$ cat src/rtl/ex_stage_pipe_pkg.sv
`default_nettype none
// ============================================================================
// Module      : ex_stage_pipe_pkg
// Description : Shared definitions for the execute stage: default datapath
//               width, ALU op codes, forwarding select codes, destination
//               register select codes and the multiplier state encoding.
// Ports       : none (package)
// Revision    : 1.0 - initial release
// ============================================================================
package ex_stage_pipe_pkg;

    localparam int WORD_SIZE_DEF = 16;

    // ALU op codes
    localparam logic [3:0] ALU_ADD = 4'd0;
    localparam logic [3:0] ALU_SUB = 4'd1;
    localparam logic [3:0] ALU_AND = 4'd2;
    localparam logic [3:0] ALU_ORR = 4'd3;
    localparam logic [3:0] ALU_NOT = 4'd4;
    localparam logic [3:0] ALU_TCP = 4'd5;
    localparam logic [3:0] ALU_SHL = 4'd6;
    localparam logic [3:0] ALU_SHR = 4'd7;
    localparam logic [3:0] ALU_MUL = 4'd8;

    // Operand forwarding selects (2'b11 falls back to the register file)
    localparam logic [1:0] FWD_RF  = 2'b00;
    localparam logic [1:0] FWD_MEM = 2'b01;
    localparam logic [1:0] FWD_WB  = 2'b10;

    // Destination register selects (2'b11 behaves like RT)
    localparam logic [1:0] RDST_RT   = 2'b00;
    localparam logic [1:0] RDST_RD   = 2'b01;
    localparam logic [1:0] RDST_LINK = 2'b10;

    typedef enum logic [1:0] {
        MUL_IDLE = 2'd0,
        MUL_BUSY = 2'd1,
        MUL_DONE = 2'd2
    } mul_state_e;

endpackage : ex_stage_pipe_pkg
`default_nettype wire

$ cat src/rtl/ex_stage_pipe_iter_multiplier.sv
`default_nettype none
// ============================================================================
// Module      : iter_multiplier
// Description : Iterative shift-add multiplier returning the low W bits of
//               a*b. The first partial product is formed on the start edge,
//               the remaining W-1 iterations run one per cycle in BUSY, and
//               the result is presented in DONE until released.
// Ports       : clk_i, rst_i (async, active-high)
//               start_i  - latch a_i/b_i and begin (only honoured in IDLE)
//               abort_i  - return to IDLE immediately (beats start/hold)
//               hold_i   - keep DONE while the pipeline is held
//               a_i, b_i - operands
//               busy_o   - iterations in progress
//               done_o   - product_o is valid
//               product_o- low W bits of the product
// Revision    : 1.0 - initial release
// ============================================================================
module iter_multiplier
    import ex_stage_pipe_pkg::*;
#(
    parameter int W = 16
) (
    input  logic         clk_i,
    input  logic         rst_i,
    input  logic         start_i,
    input  logic         abort_i,
    input  logic         hold_i,
    input  logic [W-1:0] a_i,
    input  logic [W-1:0] b_i,
    output logic         busy_o,
    output logic         done_o,
    output logic [W-1:0] product_o
);

    localparam int CNT_W = $clog2(W + 1);

    mul_state_e       state_q, state_d;
    logic [W-1:0]     acc_q, acc_d;
    logic [W-1:0]     mcand_q, mcand_d;
    logic [W-1:0]     mplier_q, mplier_d;
    logic [CNT_W-1:0] cnt_q, cnt_d;

    always_ff @(posedge clk_i or posedge rst_i) begin
        if (rst_i) begin
            state_q  <= MUL_IDLE;
            acc_q    <= '0;
            mcand_q  <= '0;
            mplier_q <= '0;
            cnt_q    <= '0;
        end else begin
            state_q  <= state_d;
            acc_q    <= acc_d;
            mcand_q  <= mcand_d;
            mplier_q <= mplier_d;
            cnt_q    <= cnt_d;
        end
    end

    always_comb begin
        state_d  = state_q;
        acc_d    = acc_q;
        mcand_d  = mcand_q;
        mplier_d = mplier_q;
        cnt_d    = cnt_q;
        if (abort_i) begin
            state_d = MUL_IDLE;
        end else begin
            case (state_q)
                MUL_IDLE: begin
                    if (start_i) begin
                        // Iteration 1 happens on the start edge so that the
                        // whole operation fits in W busy cycles.
                        acc_d    = b_i[0] ? a_i : '0;
                        mcand_d  = a_i << 1;
                        mplier_d = b_i >> 1;
                        cnt_d    = CNT_W'(1);
                        state_d  = MUL_BUSY;
                    end
                end
                MUL_BUSY: begin
                    acc_d    = acc_q + (mplier_q[0] ? mcand_q : '0);
                    mcand_d  = mcand_q << 1;
                    mplier_d = mplier_q >> 1;
                    cnt_d    = cnt_q + CNT_W'(1);
                    if (cnt_q == CNT_W'(W - 1)) begin
                        state_d = MUL_DONE;
                    end
                end
                MUL_DONE: begin
                    if (!hold_i) begin
                        state_d = MUL_IDLE;
                    end
                end
                default: state_d = MUL_IDLE;
            endcase
        end
    end

    assign busy_o    = (state_q == MUL_BUSY);
    assign done_o    = (state_q == MUL_DONE);
    assign product_o = acc_q;

endmodule : iter_multiplier
`default_nettype wire

$ cat src/rtl/ex_stage_pipe.sv
`default_nettype none
// ============================================================================
// Module      : ex_stage_pipe
// Description : Execute stage of the 16-bit core. Holds the ID/EX register,
//               the operand forwarding muxes, the ALU and (optionally) an
//               iterative multiplier that back-pressures upstream.
// Ports       : clk_i, reset_i (async, active-high)
//               in_valid_i, stall_i, flush_i - pipeline control
//               pc_i, read_data1_i, read_data2_i, imm_ext_i - ID operands
//               rs_i, rt_i, rd_i - register indices
//               alu_op_i, alu_src_i, is_lhi_i, reg_dest_i - EX control
//               mem_read_i, mem_write_i, reg_write_i, reg_write_src_i - passed on
//               fwd_a_i, fwd_b_i, mem_fwd_data_i, wb_fwd_data_i - forwarding
//               out_valid_o, alu_out_o, store_data_o, pc_val_o,
//               reg_write_target_o, rs_out_o, rt_out_o, mem_read_out_o,
//               mem_write_out_o, reg_write_out_o, reg_write_src_out_o,
//               ex_busy_o - results and downstream control
// Revision    : 1.0 - initial release
// ============================================================================
module ex_stage_pipe
    import ex_stage_pipe_pkg::*;
#(
    parameter int WORD_SIZE  = WORD_SIZE_DEF,
    parameter int REG_ADDR_W = 2,
    parameter int LINK_REG   = 2,
    parameter int MUL_EN     = 1
) (
    input  logic                  clk_i,
    input  logic                  reset_i,
    input  logic                  in_valid_i,
    input  logic                  stall_i,
    input  logic                  flush_i,
    input  logic [WORD_SIZE-1:0]  pc_i,
    input  logic [WORD_SIZE-1:0]  read_data1_i,
    input  logic [WORD_SIZE-1:0]  read_data2_i,
    input  logic [WORD_SIZE-1:0]  imm_ext_i,
    input  logic [REG_ADDR_W-1:0] rs_i,
    input  logic [REG_ADDR_W-1:0] rt_i,
    input  logic [REG_ADDR_W-1:0] rd_i,
    input  logic [3:0]            alu_op_i,
    input  logic                  alu_src_i,
    input  logic                  is_lhi_i,
    input  logic [1:0]            reg_dest_i,
    input  logic                  mem_read_i,
    input  logic                  mem_write_i,
    input  logic                  reg_write_i,
    input  logic [1:0]            reg_write_src_i,
    input  logic [1:0]            fwd_a_i,
    input  logic [1:0]            fwd_b_i,
    input  logic [WORD_SIZE-1:0]  mem_fwd_data_i,
    input  logic [WORD_SIZE-1:0]  wb_fwd_data_i,
    output logic                  out_valid_o,
    output logic [WORD_SIZE-1:0]  alu_out_o,
    output logic [WORD_SIZE-1:0]  store_data_o,
    output logic [WORD_SIZE-1:0]  pc_val_o,
    output logic [REG_ADDR_W-1:0] reg_write_target_o,
    output logic [REG_ADDR_W-1:0] rs_out_o,
    output logic [REG_ADDR_W-1:0] rt_out_o,
    output logic                  mem_read_out_o,
    output logic                  mem_write_out_o,
    output logic                  reg_write_out_o,
    output logic [1:0]            reg_write_src_out_o,
    output logic                  ex_busy_o
);

    localparam int HALF = WORD_SIZE / 2;

    // ID/EX register: control bits that a flush must kill
    logic valid_q, valid_d;
    logic mem_read_q, mem_read_d;
    logic mem_write_q, mem_write_d;
    logic reg_write_q, reg_write_d;

    // ID/EX register: payload (don't-care after a flush, so only loaded)
    logic [WORD_SIZE-1:0]  pc_q, rd1_q, rd2_q, imm_q;
    logic [REG_ADDR_W-1:0] rs_q, rt_q, rd_q;
    logic [3:0]            alu_op_q;
    logic                  alu_src_q, is_lhi_q;
    logic [1:0]            reg_dest_q, reg_write_src_q;

    logic                  w_hold;
    logic                  w_load;
    logic [WORD_SIZE-1:0]  w_a, w_b_fwd, w_b;
    logic [WORD_SIZE-1:0]  w_alu_res;
    logic                  w_mul_op;
    logic                  w_mul_start;
    logic                  w_mul_done;
    logic [WORD_SIZE-1:0]  w_mul_res;

    assign w_hold = stall_i | ex_busy_o;
    assign w_load = !flush_i && !w_hold;

    always_comb begin
        valid_d     = valid_q;
        mem_read_d  = mem_read_q;
        mem_write_d = mem_write_q;
        reg_write_d = reg_write_q;
        if (flush_i) begin
            valid_d     = 1'b0;
            mem_read_d  = 1'b0;
            mem_write_d = 1'b0;
            reg_write_d = 1'b0;
        end else if (!w_hold) begin
            valid_d     = in_valid_i;
            mem_read_d  = mem_read_i;
            mem_write_d = mem_write_i;
            reg_write_d = reg_write_i;
        end
    end

    always_ff @(posedge clk_i or posedge reset_i) begin
        if (reset_i) begin
            valid_q         <= 1'b0;
            mem_read_q      <= 1'b0;
            mem_write_q     <= 1'b0;
            reg_write_q     <= 1'b0;
            pc_q            <= '0;
            rd1_q           <= '0;
            rd2_q           <= '0;
            imm_q           <= '0;
            rs_q            <= '0;
            rt_q            <= '0;
            rd_q            <= '0;
            alu_op_q        <= '0;
            alu_src_q       <= 1'b0;
            is_lhi_q        <= 1'b0;
            reg_dest_q      <= '0;
            reg_write_src_q <= '0;
        end else begin
            valid_q     <= valid_d;
            mem_read_q  <= mem_read_d;
            mem_write_q <= mem_write_d;
            reg_write_q <= reg_write_d;
            if (w_load) begin
                pc_q            <= pc_i;
                rd1_q           <= read_data1_i;
                rd2_q           <= read_data2_i;
                imm_q           <= imm_ext_i;
                rs_q            <= rs_i;
                rt_q            <= rt_i;
                rd_q            <= rd_i;
                alu_op_q        <= alu_op_i;
                alu_src_q       <= alu_src_i;
                is_lhi_q        <= is_lhi_i;
                reg_dest_q      <= reg_dest_i;
                reg_write_src_q <= reg_write_src_i;
            end
        end
    end

    // Operand forwarding
    always_comb begin
        case (fwd_a_i)
            FWD_MEM: w_a = mem_fwd_data_i;
            FWD_WB:  w_a = wb_fwd_data_i;
            default: w_a = rd1_q;
        endcase
        case (fwd_b_i)
            FWD_MEM: w_b_fwd = mem_fwd_data_i;
            FWD_WB:  w_b_fwd = wb_fwd_data_i;
            default: w_b_fwd = rd2_q;
        endcase
        w_b = alu_src_q ? imm_q : w_b_fwd;
    end

    // LHI takes precedence, so an LHI with a MUL op code is not a multiply
    assign w_mul_op = !is_lhi_q && (alu_op_q == ALU_MUL);

    generate
        if (MUL_EN != 0) begin : g_mul
            logic w_busy;
            logic [WORD_SIZE-1:0] w_product;

            // start is only acted on in IDLE; in DONE the same instruction
            // is still in the register but must not restart.
            assign w_mul_start = valid_q && w_mul_op && !w_busy && !w_mul_done;

            iter_multiplier #(
                .W (WORD_SIZE)
            ) u_mul (
                .clk_i     (clk_i),
                .rst_i     (reset_i),
                .start_i   (w_mul_start),
                .abort_i   (flush_i),
                .hold_i    (stall_i),
                .a_i       (w_a),
                .b_i       (w_b),
                .busy_o    (w_busy),
                .done_o    (w_mul_done),
                .product_o (w_product)
            );

            assign ex_busy_o = w_mul_start | w_busy;
            assign w_mul_res = w_mul_done ? w_product : '0;
        end else begin : g_no_mul
            assign w_mul_start = 1'b0;
            assign w_mul_done  = 1'b0;
            assign ex_busy_o   = 1'b0;
            assign w_mul_res   = '0;
        end
    endgenerate

    // ALU
    always_comb begin
        w_alu_res = '0;
        if (is_lhi_q) begin
            w_alu_res = {imm_q[HALF-1:0], {(WORD_SIZE - HALF){1'b0}}};
        end else begin
            case (alu_op_q)
                ALU_ADD: w_alu_res = w_a + w_b;
                ALU_SUB: w_alu_res = w_a - w_b;
                ALU_AND: w_alu_res = w_a & w_b;
                ALU_ORR: w_alu_res = w_a | w_b;
                ALU_NOT: w_alu_res = ~w_a;
                ALU_TCP: w_alu_res = '0 - w_a;
                ALU_SHL: w_alu_res = w_a << 1;
                ALU_SHR: w_alu_res = {w_a[WORD_SIZE-1], w_a[WORD_SIZE-1:1]};
                ALU_MUL: w_alu_res = w_mul_res;
                default: w_alu_res = '0;
            endcase
        end
    end

    // With the multiplier present a MUL is only valid once DONE
    assign out_valid_o = valid_q && (!w_mul_op || (MUL_EN == 0) || w_mul_done);

    always_comb begin
        case (reg_dest_q)
            RDST_RD:   reg_write_target_o = rd_q;
            RDST_LINK: reg_write_target_o = REG_ADDR_W'(LINK_REG);
            default:   reg_write_target_o = rt_q;
        endcase
    end

    assign alu_out_o           = w_alu_res;
    assign store_data_o        = w_b_fwd;
    assign pc_val_o            = pc_q;
    assign rs_out_o            = rs_q;
    assign rt_out_o            = rt_q;
    assign mem_read_out_o      = mem_read_q  & out_valid_o;
    assign mem_write_out_o     = mem_write_q & out_valid_o;
    assign reg_write_out_o     = reg_write_q & out_valid_o;
    assign reg_write_src_out_o = reg_write_src_q;

endmodule : ex_stage_pipe
`default_nettype wire

$ cat config.mk
export PLATFORM = sky130hd
export DESIGN_NAME = ex_stage_pipe
export DESIGN_NICKNAME = d
export VERILOG_FILES = /design/src/rtl/ex_stage_pipe_pkg.sv /design/src/rtl/ex_stage_pipe_iter_multiplier.sv /design/src/rtl/ex_stage_pipe.sv
export SDC_FILE = /design/constraint.sdc
export NUM_CORES = 1
export LEC_CHECK = 0
export CAP_MARGIN = 15
export CORE_UTILIZATION = 30
export DETAILED_ROUTE_END_ITERATION = 7
export PLACE_DENSITY_LB_ADDON = 0.2
export SLEW_MARGIN = 20
export SYNTH_ARGS = -nofsm -noshare
export SYNTH_HDL_FRONTEND = slang
export SYNTH_SLANG_ARGS = --single-unit
$ cat constraint.sdc
create_clock -name clk_i -period 14.9 [get_ports clk_i]
set_input_delay 2.98 -clock clk_i [delete_from_list [all_inputs] [get_ports clk_i]]
set_output_delay 2.98 -clock clk_i [all_outputs]
set_load 0.01 [all_outputs]
==> flow_metrics.tcl, run 1 <==
set metrics [dict create \
    outcome "completed" \
    drc 0 \
    p_total_w 0.001590 \
    cts_made_buffers 17 \
    synth_most_common_cell "nand2_1" \
    grt_use_total 0.2023 \
    ir_worst_vdd_uv 60.77 \
    gp_congestion 0.8920 \
    powerDensity_mw_per_mm2 126.6 \
    start_util 0.3069 \
    synthToLayoutAreaGrowth_pct 28.66 \
    grt_first_pass_wirelength_um 51380 \
    cts_tree "done" \
    drv_slew 0 \
    ys_seq_area_frac 0.3513 \
    nets 1405 \
    io_pins 185 \
    clkTransAtPathRegs_ns 0.06 \
    synth_area_mm2 0.009758 \
    cts_resized 0 \
    end_kind "primary output" \
    via_count 8793 \
    fillers 3191 \
    p_leak_nw 5.161 \
    rsz0062_at_grt "no" \
    antenna_cells 0 \
    post-route-period-util 0.7373 \
    ys_top_cells_by_count "149 x nand2_1, 137 x dfrtp_1, 102 x o21ai_0, 74 x mux2_2, 59 x nor2_1" \
    postRouteAntennaNets 0 \
    worstMarginPinSlew_ns 1.017 \
    min_path_type "reg2reg" \
    dp.cells 1651 \
    cp_data_required_time_ns 11.92 \
    drive_above_1_share 0.1378 \
    dpl.hpwl_um 24840 \
    hold_viol 0 \
    wl_per_cell_um 19.58 \
    syn_avg_cell_area_um2 9.052 \
    die_h_um 182.4 \
    synth_edf_count 0 \
    firstDrtPassIters 6 \
    synth_ff_type "dfrtp_1" \
    max_freq_mhz 91.03 \
    synth_top_area_share 0.3513 \
    synth.largest_area_cell "dfrtp_1" \
    ctsLongestPathBuffers 2 \
    first_iter_violations 582 \
    finalSetupViolCount 0 \
    cp.arrival_ns 8.01 \
    viasPerCell 5.225 \
    yosys.cell_types.count 71 \
    layout_min_cycle_time_ns 10.99 \
    maxSlewHeadroom 0.3176 \
    fin_skew_ns 0.01056 \
    grt_remaining_overflow 0 \
    synth_cells 1078 \
    startpoint_type "input port" \
    grt_pass1_vias 8827 \
    tns_ns 0 \
    core_mm2 0.03180 \
    die_area_mm2 0.03325 \
    critPathMaxFanout 16 \
    postCtsHoldBufs 0 \
    row_count 65 \
    synth_warnings 0 \
    insertion_delay_ns 0.43 \
    postCtsSetupRepairBufs 0 \
    root_buffer "clkbuf_16" \
    antenna_found_initial 0 \
    stdcell_count 1683 \
    cts.sinks 137 \
    htree_levels 4 \
    synth_area_leaders "dfrtp_1 35%, mux2_2 8.5%, nand2_1 5.7%, ha_1 5.6%, o21ai_0 5.2%" \
    drv_cap 0 \
    io_buffer_count 184 \
    grt_max_degree 98 \
    die_w_um 182.4 \
    totalWireLength_um 32950 \
    ys_seq_elements 137 \
    async_flop_share 1.000 \
    synth_fp_nets 1248 \
    critPathKind "in2out" \
]
-- path summary, 6_finish.rpt --
check / start / end / slack (ns) / cells past startpoint
setup reg to reg: g_mul.u_mul.state_q[1] / alu_op_q[2] / 11.46 / 6
hold reg to reg: g_mul.u_mul.mplier_q[13] / g_mul.u_mul.mplier_q[13] / 0.48 / 2
min in group asynchronous: reset_i / pc_val_o[0] / 3.09 / 2
hold / removal: g_mul.u_mul.mplier_q[13] / g_mul.u_mul.mplier_q[13] / 0.48 / 2
setup / recovery: fwd_b_i[0] / alu_out_o[15] / 3.91 / 19
max in group asynchronous: reset_i / imm_q[11] / 10.61 / 3
-- layout by cell type, fill, tap and decap left out, drive strengths merged, types with 7 or more instances in the layout --
master | Yosys | routed
a21oi | 51 | 51
nor3 | 27 | 27
nand2 | 149 | 149
and3 | 8 | 8
ha | 44 | 44
dfrtp | 137 | 137
nand3 | 12 | 12
xnor2 | 36 | 36
a22oi | 51 | 51
clkdlybuf4s50 | 0 | 184
nor2 | 61 | 61
o21a | 12 | 12
nor4 | 7 | 7
mux2i | 24 | 24
inv | 36 | 42
mux2 | 74 | 74
or3 | 8 | 8
a31oi | 9 | 9
o21ai | 114 | 114
clkbuf | 42 | 19
a221oi | 21 | 21
and2 | 18 | 18
xor2 | 14 | 14
maj3 | 11 | 11
buf | 24 | 20
nor3b | 12 | 12
nor2b | 11 | 11
-- layer usage --
metal / global-route usage / routed length, um
met1: 0.2726 / 15130
met2: 0.3113 / 14620
met5: 0 / 0
met3: 0.05468 / 2392
met4: 0.06891 / 816
-- state kept, by name, summed over array words and instances, names as in the netlist, 4 cells and up --
| name | cells |
|---|---|
| g_mul.u_mul.product_o | 16 |
| imm_q | 16 |
| pc_val_o | 16 |
| rd1_q | 16 |
| rd2_q | 16 |
| g_mul.u_mul.mcand_q | 15 |
| g_mul.u_mul.mplier_q | 15 |
| g_mul.u_mul.cnt_q | 5 |
| alu_op_q | 4 |
-- worst max-delay path, stage by stage --
cell,delay (ns)
clkdlybuf4s50_1,0.42
inv_1,0.07
ha_1,0.57
a22oi_1,0.28
a221oi_1,0.84
nor4_4,0.08
inv_1,0.13
nor2_1,0.09
a21oi_1,0.18
xnor2_1,0.12
ha_1,0.33
and3_1,0.17
o211ai_1,0.12
a31oi_1,0.38
nand4_1,0.16
a21oi_1,0.21
xnor2_1,0.08
o221ai_1,0.20
clkdlybuf4s50_1,0.58
-- cell type report --
| cell class | count | area, um2 | area share |
|---|---|---|---|
| timing repair buffer | 204 | 1992 | 0.1587 |
| multi-input combinational | 839 | 5861 | 0.4668 |
| inverter | 36 | 142.6 | 0.01136 |
| sequential | 137 | 3428 | 0.2731 |
| tap | 435 | 544.3 | 0.04335 |
| clock inverter | 13 | 133.9 | 0.01066 |
| clock buffer | 19 | 452.9 | 0.03608 |
-- where the power goes --
part	total, W	switching [W]	internal (W)	leakage (nW)
clock network	0.000430	0.000187	0.000243	0.280
logic	0.000657	0.000364	0.000293	3.18
registers	0.000503	0.0000572	0.000446	1.70
total	0.00159	0.000608	0.000982	5.16
-- per-stage QoR --
step | setup slack (ns) | instance area [um2] | hold slack, ns | utilization
after floorplan | 5.463 | 9758 | 0.4485 | -
after global placement | 4.123 | 11970 | 0.4641 | 0.3763
after detailed placement | 4.011 | 11970 | 0.4709 | 0.3763
after CTS | 3.998 | 12550 | 0.4845 | 0.3947
after global routing | 3.622 | 12550 | 0.5072 | 0.3948
final | 3.915 | 12550 | 0.4793 | 0.3948
-- kinds of logic (layout without fill, tap and decap cells) --
logic type      count (synthesis)  count (layout)  synth area share
compound gates                309             309            0.2105
fa+ha+maj                      57              57           0.07180
flops                         137             137            0.3513
buf+inv                       102             272           0.04950
simple gates                  325             325            0.1607
mux                            98              98            0.1113
xor+xnor                       50              50           0.04488
(Power assumes the default switching activity.)
==> run 2: changes to the inputs <==
==> constraint.sdc (replaced) <==
create_clock -name clk_i -period 11.3 [get_ports clk_i]
set_input_delay 2.26 -clock clk_i [delete_from_list [all_inputs] [get_ports clk_i]]
set_output_delay 2.26 -clock clk_i [all_outputs]
set_load 0.01 [all_outputs]
==> run 2 against run 1 <==
Compared with the run above:
- combinational power is 32% higher
- first-iteration DRC count is 32% higher
- final cell count stayed put
- non-clock buffer count did not move
- largest cell class unchanged
==> flow_metrics.tcl, run 2 (same netlist as run 1, synthesis figures left out) <==
set metrics [dict create \
    grt_pass1_vias 8842 \
    ir_worst_vdd_uv 105.5 \
    drive_above_1_share 0.1370 \
    core_mm2 0.03180 \
    finalSetupViolCount 0 \
    stdcell_count 1683 \
    r2r_slack_ns 8.14 \
    p_total_w 0.002142 \
    endpoint "alu_out_o[15]" \
    root_buffer "clkbuf_16" \
    critPathKind "in2out" \
    antenna_cells 0 \
    drv_slew 0 \
    maxSlewHeadroom 0.2544 \
    place_area_mm2 0.01194 \
    crit_start "fwd_b_i[0]" \
    die_area_mm2 0.03325 \
    hold_viol 0 \
    io_buffer_count 184 \
    via_count 8863 \
    end_kind "primary output" \
    final_cell_mix "184 x clkdlybuf4s50_1, 149 x nand2_1, 137 x dfrtp_1" \
    viasPerCell 5.266 \
    layout_min_cycle_time_ns 9.813 \
    post-route-period-util 0.8684 \
    htree_levels 4 \
    fin_skew_ns 0.01543 \
    cts.sinks 137 \
    design_area_mm2 0.01261 \
    drv_cap 0 \
    startpoint_type "input port" \
    ctsLongestPathBuffers 2 \
    postRouteAntennaNets 0 \
    grt_use_total 0.2055 \
    cp_data_required_time_ns 9.04 \
    first_iter_violations 766 \
    antenna_found_initial 1 \
    insertion_delay_ns 0.45 \
    cp.arrival_ns 7.55 \
    cts_resized 0 \
    regToRegStartpoint "g_mul.u_mul.state_q[1]" \
    totalWireLength_um 33530 \
    worstReg2RegEnd "alu_src_q" \
    postCtsSetupRepairBufs 0 \
    dpl.hpwl_um 25330 \
    cts_tree "done" \
    outcome "completed" \
    die_h_um 182.4 \
    critPathMaxFanout 26 \
    postCtsHoldBufs 0 \
    ff2ff_path_depth 6 \
    layout_commonest_cell "clkdlybuf4s50_1" \
    firstDrtPassIters 6 \
    grt_first_pass_wirelength_um 51870 \
    tns_ns 0 \
    gp_congestion 0.8864 \
    powerDensity_mw_per_mm2 169.9 \
    start_util 0.3069 \
    row_count 65 \
    die_w_um 182.4 \
    dp.cells 1648 \
    p_leak_nw 5.192 \
    clkTransAtPathRegs_ns 0.07 \
    cts_made_buffers 17 \
    synthToLayoutAreaGrowth_pct 29.22 \
    max_freq_mhz 101.9 \
    rsz0062_at_grt "no" \
    wl_per_cell_um 19.92 \
    drc 0 \
    io_pins 185 \
    nets 1405 \
    worstMarginPinSlew_ns 1.118 \
    grt_remaining_overflow 0 \
    hold-worst-slack_ns 0.4838 \
    min_path_type "reg2reg" \
    grt_max_degree 98 \
]
-- run 2: cell count changes in the layout (fill, tap and decap cells not counted) --
cell        delta
clkinvlp_4     -2
inv_6          +1
nor2_1         +1
buf_16         +1
clkinv_8       +1
clkbuf_2       +2
buf_4          -3
clkbuf_8       -2
bufinv_16      +2
nor2_2         -1
-- run 2: power breakdown --
group / total (W) / switching (W) / internal [W]
registers: 0.000669 / 0.0000809 / 0.000588
clock network: 0.000608 / 0.000253 / 0.000355
logic: 0.000865 / 0.000479 / 0.000386
total: 0.00214 / 0.000813 / 0.00133
-- run 2: metal layers --
layer,track usage,vias up,share of wire
li1,-,4227,-
met1,0.2703,4252,0.45
met2,0.3252,331,0.45
met3,0.05308,51,0.072
met4,0.07160,2,0.024
met5,0,-,0.00036
-- run 2: critical path, cell delays in order --
cell             delay, ns
clkdlybuf4s50_1       0.48
inv_1                 0.05
ha_1                  0.80
nor2_4                0.18
a221oi_1              0.96
inv_1                 0.21
a21oi_1               0.22
xnor2_1               0.11
ha_1                  0.34
and3_1                0.17
o211ai_1              0.12
a31oi_1               0.39
nand4_1               0.15
a21oi_1               0.20
xnor2_1               0.09
o221ai_1              0.23
clkdlybuf4s50_1       0.59
-- run 2: metrics by stage --
step	utilization	setup WS (ns)
after floorplan	-	3.303
after global placement	0.3756	1.417
after detailed placement	0.3756	1.396
after CTS	0.3954	1.379
after global routing	0.3965	1.190
final	0.3965	1.487
-- run 2: layout make-up --
cell class	instances	area (um2)
Tap cell	435	544.3
Timing Repair Buffer	204	2007
Sequential cell	137	3428
Clock buffer	17	425.4
Inverter	36	142.6
Fill cell	3251	19190
Clock inverter	15	203.9
Multi-Input combinational cell	839	5858
-- run 2: worst min path at each step --
| stage | from | to | slack (ns) | cells after the start |
|---|---|---|---|---|
| after CTS | g_mul.u_mul.mplier_q[13] | g_mul.u_mul.mplier_q[13] | 0.49 | 2 |
| final | g_mul.u_mul.cnt_q[4] | g_mul.u_mul.cnt_q[4] | 0.48 | 2 |
| after global routing | g_mul.u_mul.mplier_q[4] | g_mul.u_mul.mplier_q[4] | 0.51 | 2 |
| after floorplan | g_mul.u_mul.cnt_q[4] | g_mul.u_mul.cnt_q[4] | 0.45 | 2 |
| after global placement | g_mul.u_mul.mplier_q[2] | g_mul.u_mul.mplier_q[2] | 0.46 | 2 |
| after detailed placement | g_mul.u_mul.mplier_q[13] | g_mul.u_mul.mplier_q[13] | 0.48 | 2 |
==> RTL edit 1: new RTL, flow settings as in run 1 <==
Remove the case item `ALU_SUB` of the case on `alu_op_q`.
--- a/src/rtl/ex_stage_pipe.sv
+++ b/src/rtl/ex_stage_pipe.sv
@@ -208,7 +208,6 @@
         end else begin
             case (alu_op_q)
                 ALU_ADD: w_alu_res = w_a + w_b;
-                ALU_SUB: w_alu_res = w_a - w_b;
                 ALU_AND: w_alu_res = w_a & w_b;
                 ALU_ORR: w_alu_res = w_a | w_b;
                 ALU_NOT: w_alu_res = ~w_a;
Function: changed (a bounded check fails within 4 cycles, from zero or initial values and one cycle with reset_i high).
==> RTL edit 1 against run 1 <==
Power is 1.1% higher; register-to-register slack gained 0.14 ns; synthesized cell count fell by 0.65%; routed wire length decreased by 4.1%; worst setup slack improved by 0.24 ns; sequential power up 6.8%; cell count decreased by 2.7%; area after synthesis down 1.9%; final area decreased by 1.4%; sequential cell count unchanged; critical path type unchanged; critical endpoint is now alu_out_o[14]; largest power group unchanged.
==> RTL edit 1: results (changes against run 1) <==
| Metric | Value |
|---|---|
| Status | `finished, final reports clean` |
| Gr usage total | `19.54% (-0.69 points)` |
| P_leak | `5.340 nW (+3.5%)` |
| Critical-path top delay cell | `clkdlybuf4s50_1` |
| Routability congestion estimate | `0.9013 (+1.0%)` |
| Hold worst-path end | `g_mul.u_mul.mplier_q[1]` |
| Worst Hold Launch | `g_mul.u_mul.mplier_q[1]` |
| Synth unique cells | `66 (-7.0%)` |
| Post-Layout Cell Count | `1637 (-2.7%)` |
| Fillers | `3142 (-1.5%)` |
| Slew @ Worst Pin | `1.126 ns (+0.1092 ns)` |
| R2R cell count | `8 (+2)` |
| Detailed Route Iter0 Violations | `523 (-10%)` |
| Largest net degree at the start of global routing | `75 (-23%)` |
| Met1 Usage GRT | `25.83% (-1.4 points)` |
| Crit Path Max Fanout | `32 (+16)` |
| Vias in the first global route | `8667 (-1.8%)` |
| Post-synthesis compound-gate area fraction | `22.65% (+1.6 points)` |
| CLK BUF | `17 (-2)` |
| Synthesized area per cell | `8.934 sq um (-1.3%)` |
| GR Util met3 | `3.719% (-1.7 points)` |
| Layout non-clock buf frac | `15.67% (-0.20 points)` |
| Invs w/o clock | `66 (+83%)` |
| WHS | `0.4835 ns (+0.004225 ns)` |
| WL final | `31590 um (-4.1%)` |
| Layout cells sized above 1 | `12.23% (-1.6 points)` |
| Arr. time, crit path | `7.76 ns (-0.25 ns)` |
| Post-synthesis xor/xnor area fraction | `2.838% (-1.7 points)` |
| Buffers excl. clock | `197 (-3.4%)` |
| CP Capture Point | `alu_out_o[14]` |
| Initial DRT Pass Iterations | `7 (+1)` |
| Final worst-path setup slack | `4.159 ns (+0.2445 ns)` |
| Syn Nets | `1252 (+0.32%)` |
| Top post-synthesis cells by count | `dfrtp_1 (137), nand2_1 (122), o21ai_0 (97)` |
| Full die area | `32610 sq um (-1.9%)` |
| Sw frac | `37.65% (-0.61 points)` |
| Adder-cell share of the synthesized area | `7.611% (+0.43 points)` |
| Multi-input logic area | `5603 sq um (-4.4%)` |
| Peak supply drop | `0.00006939 V (+14%)` |
| Reg-to-Reg Start | `alu_op_q[0]` |
| Seq_cells | `137 (unchanged)` |
| Slowest stage delay, CP | `0.63 ns (-0.21 ns)` |
| Area contributors post-synth | `dfrtp_1 (36%), mux2_2 (9.3%), ha_1 (7.2%), o21ai_0 (5.1%), nand2_1 (4.8%)` |
| Via count | `8638 (-1.8%)` |
| Multi-In Gates | `803 (-4.3%)` |
| First-pass GRT wire length | `49820 um (-3.0%)` |
| Reg2reg setup slack | `11.60 ns (+0.14 ns)` |
| Global-route met2 utilization | `32.25% (+1.1 points)` |
| Sequential share of the synthesized area | `35.83% (+0.70 points)` |
| Largest delay share family, worst path | `compound AO/OA/AOI/OAI gates` |
| Hpwl dp | `23850 um (-4.0%)` |
| Area Overhead vs Synth | `29.34%` |
| Clock network area share | `5.247% (+0.57 points)` |
| Layout net count | `1403 (-0.14%)` |
| Worst r2r dst | `imm_q[2]` |
| Mux contribution to synthesized area | `11.29% (+0.16 points)` |
| Fin Clk Skew | `0.01888 ns (+0.008324 ns)` |
RTL edit 1: cell count changes after synthesis, sizes merged, moves of 10 or more:
| cell | before | now |
|---|---|---|
| nor3 | 27 | 11 |
| o22ai | 1 | 13 |
| nor2 | 61 | 81 |
| a22oi | 51 | 36 |
| xnor2 | 36 | 23 |
| o21ai | 114 | 104 |
| maj3 | 11 | 0 |
| a21o | 5 | 16 |
| ha | 44 | 55 |
| inv | 36 | 65 |
| nand2 | 149 | 124 |
| nor3b | 12 | 1 |
RTL edit 1: power groups by stage:
stage | Sequential [mW] | Combinational (mW) | Clock, mW
after detailed placement | 0.543 | 0.589 | 0
after global placement | 0.541 | 0.585 | 0
after floorplan | 0.508 | 0.397 | 0
after global routing | 0.548 | 0.656 | 0.502
final | 0.537 | 0.594 | 0.477
after CTS | 0.536 | 0.592 | 0.487
RTL edit 1: routing by layer:
layer	vias to the layer above	share of wire (%)
li1	4147	-
met1	4211	46
met2	250	47
met3	30	5.4
met4	0	1.6
met5	-	0
==> RTL edit 2: new RTL, flow settings as in run 1 <==
Without the edit above. Change the parameter `MUL_EN` from 1 to 0.
--- a/src/rtl/ex_stage_pipe.sv
+++ b/src/rtl/ex_stage_pipe.sv
@@ -23,7 +23,7 @@
     parameter int WORD_SIZE  = WORD_SIZE_DEF,
     parameter int REG_ADDR_W = 2,
     parameter int LINK_REG   = 2,
-    parameter int MUL_EN     = 1
+    parameter int MUL_EN     = 0
 ) (
     input  logic                  clk_i,
     input  logic                  reset_i,
Function: changed (a bounded check fails within 4 cycles, from zero or initial values and one cycle with reset_i high).
==> RTL edit 2 against run 1 <==
Core utilization is 2.2 points higher; final area shrank 30%; worst setup slack lost 0.16 ns; routed wire length shrank 35%; critical endpoint is now alu_out_o[13]; register-to-register slack better by 2.3 ns; power down 36%; sequential cell count is 53 lower; combinational power fell by 26%; area after synthesis decreased by 34%.
==> RTL edit 2: results (changes against run 1) <==
| Metric | Value |
|---|---|
| First-pass GRT wire length | `33590 um (-35%)` |
| Htree depth | `3 (-1)` |
| Hold worst-path end | `pc_val_o[12]` |
| Reg-to-Reg Start | `is_lhi_q` |
| Combinational Power Share | `47.7% (+6.4 points)` |
| Gr usage total | `19.81% (-0.42 points)` |
| P_leak | `3.473 nW (-33%)` |
| CP Capture Point | `alu_out_o[13]` |
| Internal power | `642.5 uW (-35%)` |
| Clock sinks | `84 (-39%)` |
| Status | `finished, final reports clean` |
| Peak supply drop | `0.00005279 V (-13%)` |
| Buffers excl. clock | `193 (-5.4%)` |
| Largest net degree at the start of global routing | `75 (-23%)` |
| CLK BUF | `10 (-9)` |
| Slowest stage delay, CP | `0.59 ns (-0.25 ns)` |
| Multi-In Gates | `550 (-34%)` |
| Synth top area share | `32.56% (-2.6 points)` |
| Reg2reg setup slack | `13.81 ns (+2.35 ns)` |
| Initial DRT Pass Iterations | `5 (-1)` |
| Buffers on Ports | `183 (-0.54%)` |
| DR WL/cell | `18.85 um (-3.7%)` |
| Top post-synthesis cells by count | `dfrtp_1 (84), mux2_2 (79), nand2_1 (78)` |
| Layout net count | `1015 (-28%)` |
| Layout cells sized above 1 | `14.30% (+0.52 points)` |
| Cells after synthesis | `703 (-35%)` |
-- RTL edit 2: cell types whose count changed after synthesis, sizes merged, moves of 15 or more --
cell / run 1 / this run
nand2: 149 / 78
o21ai: 114 / 53
dfrtp: 137 / 84
a22oi: 51 / 30
clkbuf: 42 / 21
mux2i: 24 / 5
ha: 44 / 28
nor2: 61 / 46
-- RTL edit 2: metal layers --
metal	GRT usage, %	part of all wire (%)
met5	0	0
met4	5.309	1.4
met3	4.264	6.6
met2	31.10	46
met1	27.29	46
-- RTL edit 2: stage by stage --
stage	util, %	hold slack, ns	cell area [sq um]
finish	41.71	0.5070	8796
global route	41.71	0.5213	8796
CTS	41.71	0.5100	8796
detailed placement	40.17	0.4924	8471
global placement	40.17	0.4899	8471
floorplan	-	0.4734	6456
-- RTL edit 2: cells by family after synthesis --
family | share of synthesized area [%]
simple gates | 14.52
compound gates | 20.56
mux | 14.79
flops | 32.56
buf+inv | 5.194
fa+ha+maj | 7.442
xor+xnor | 4.884
other cells | 0.05808
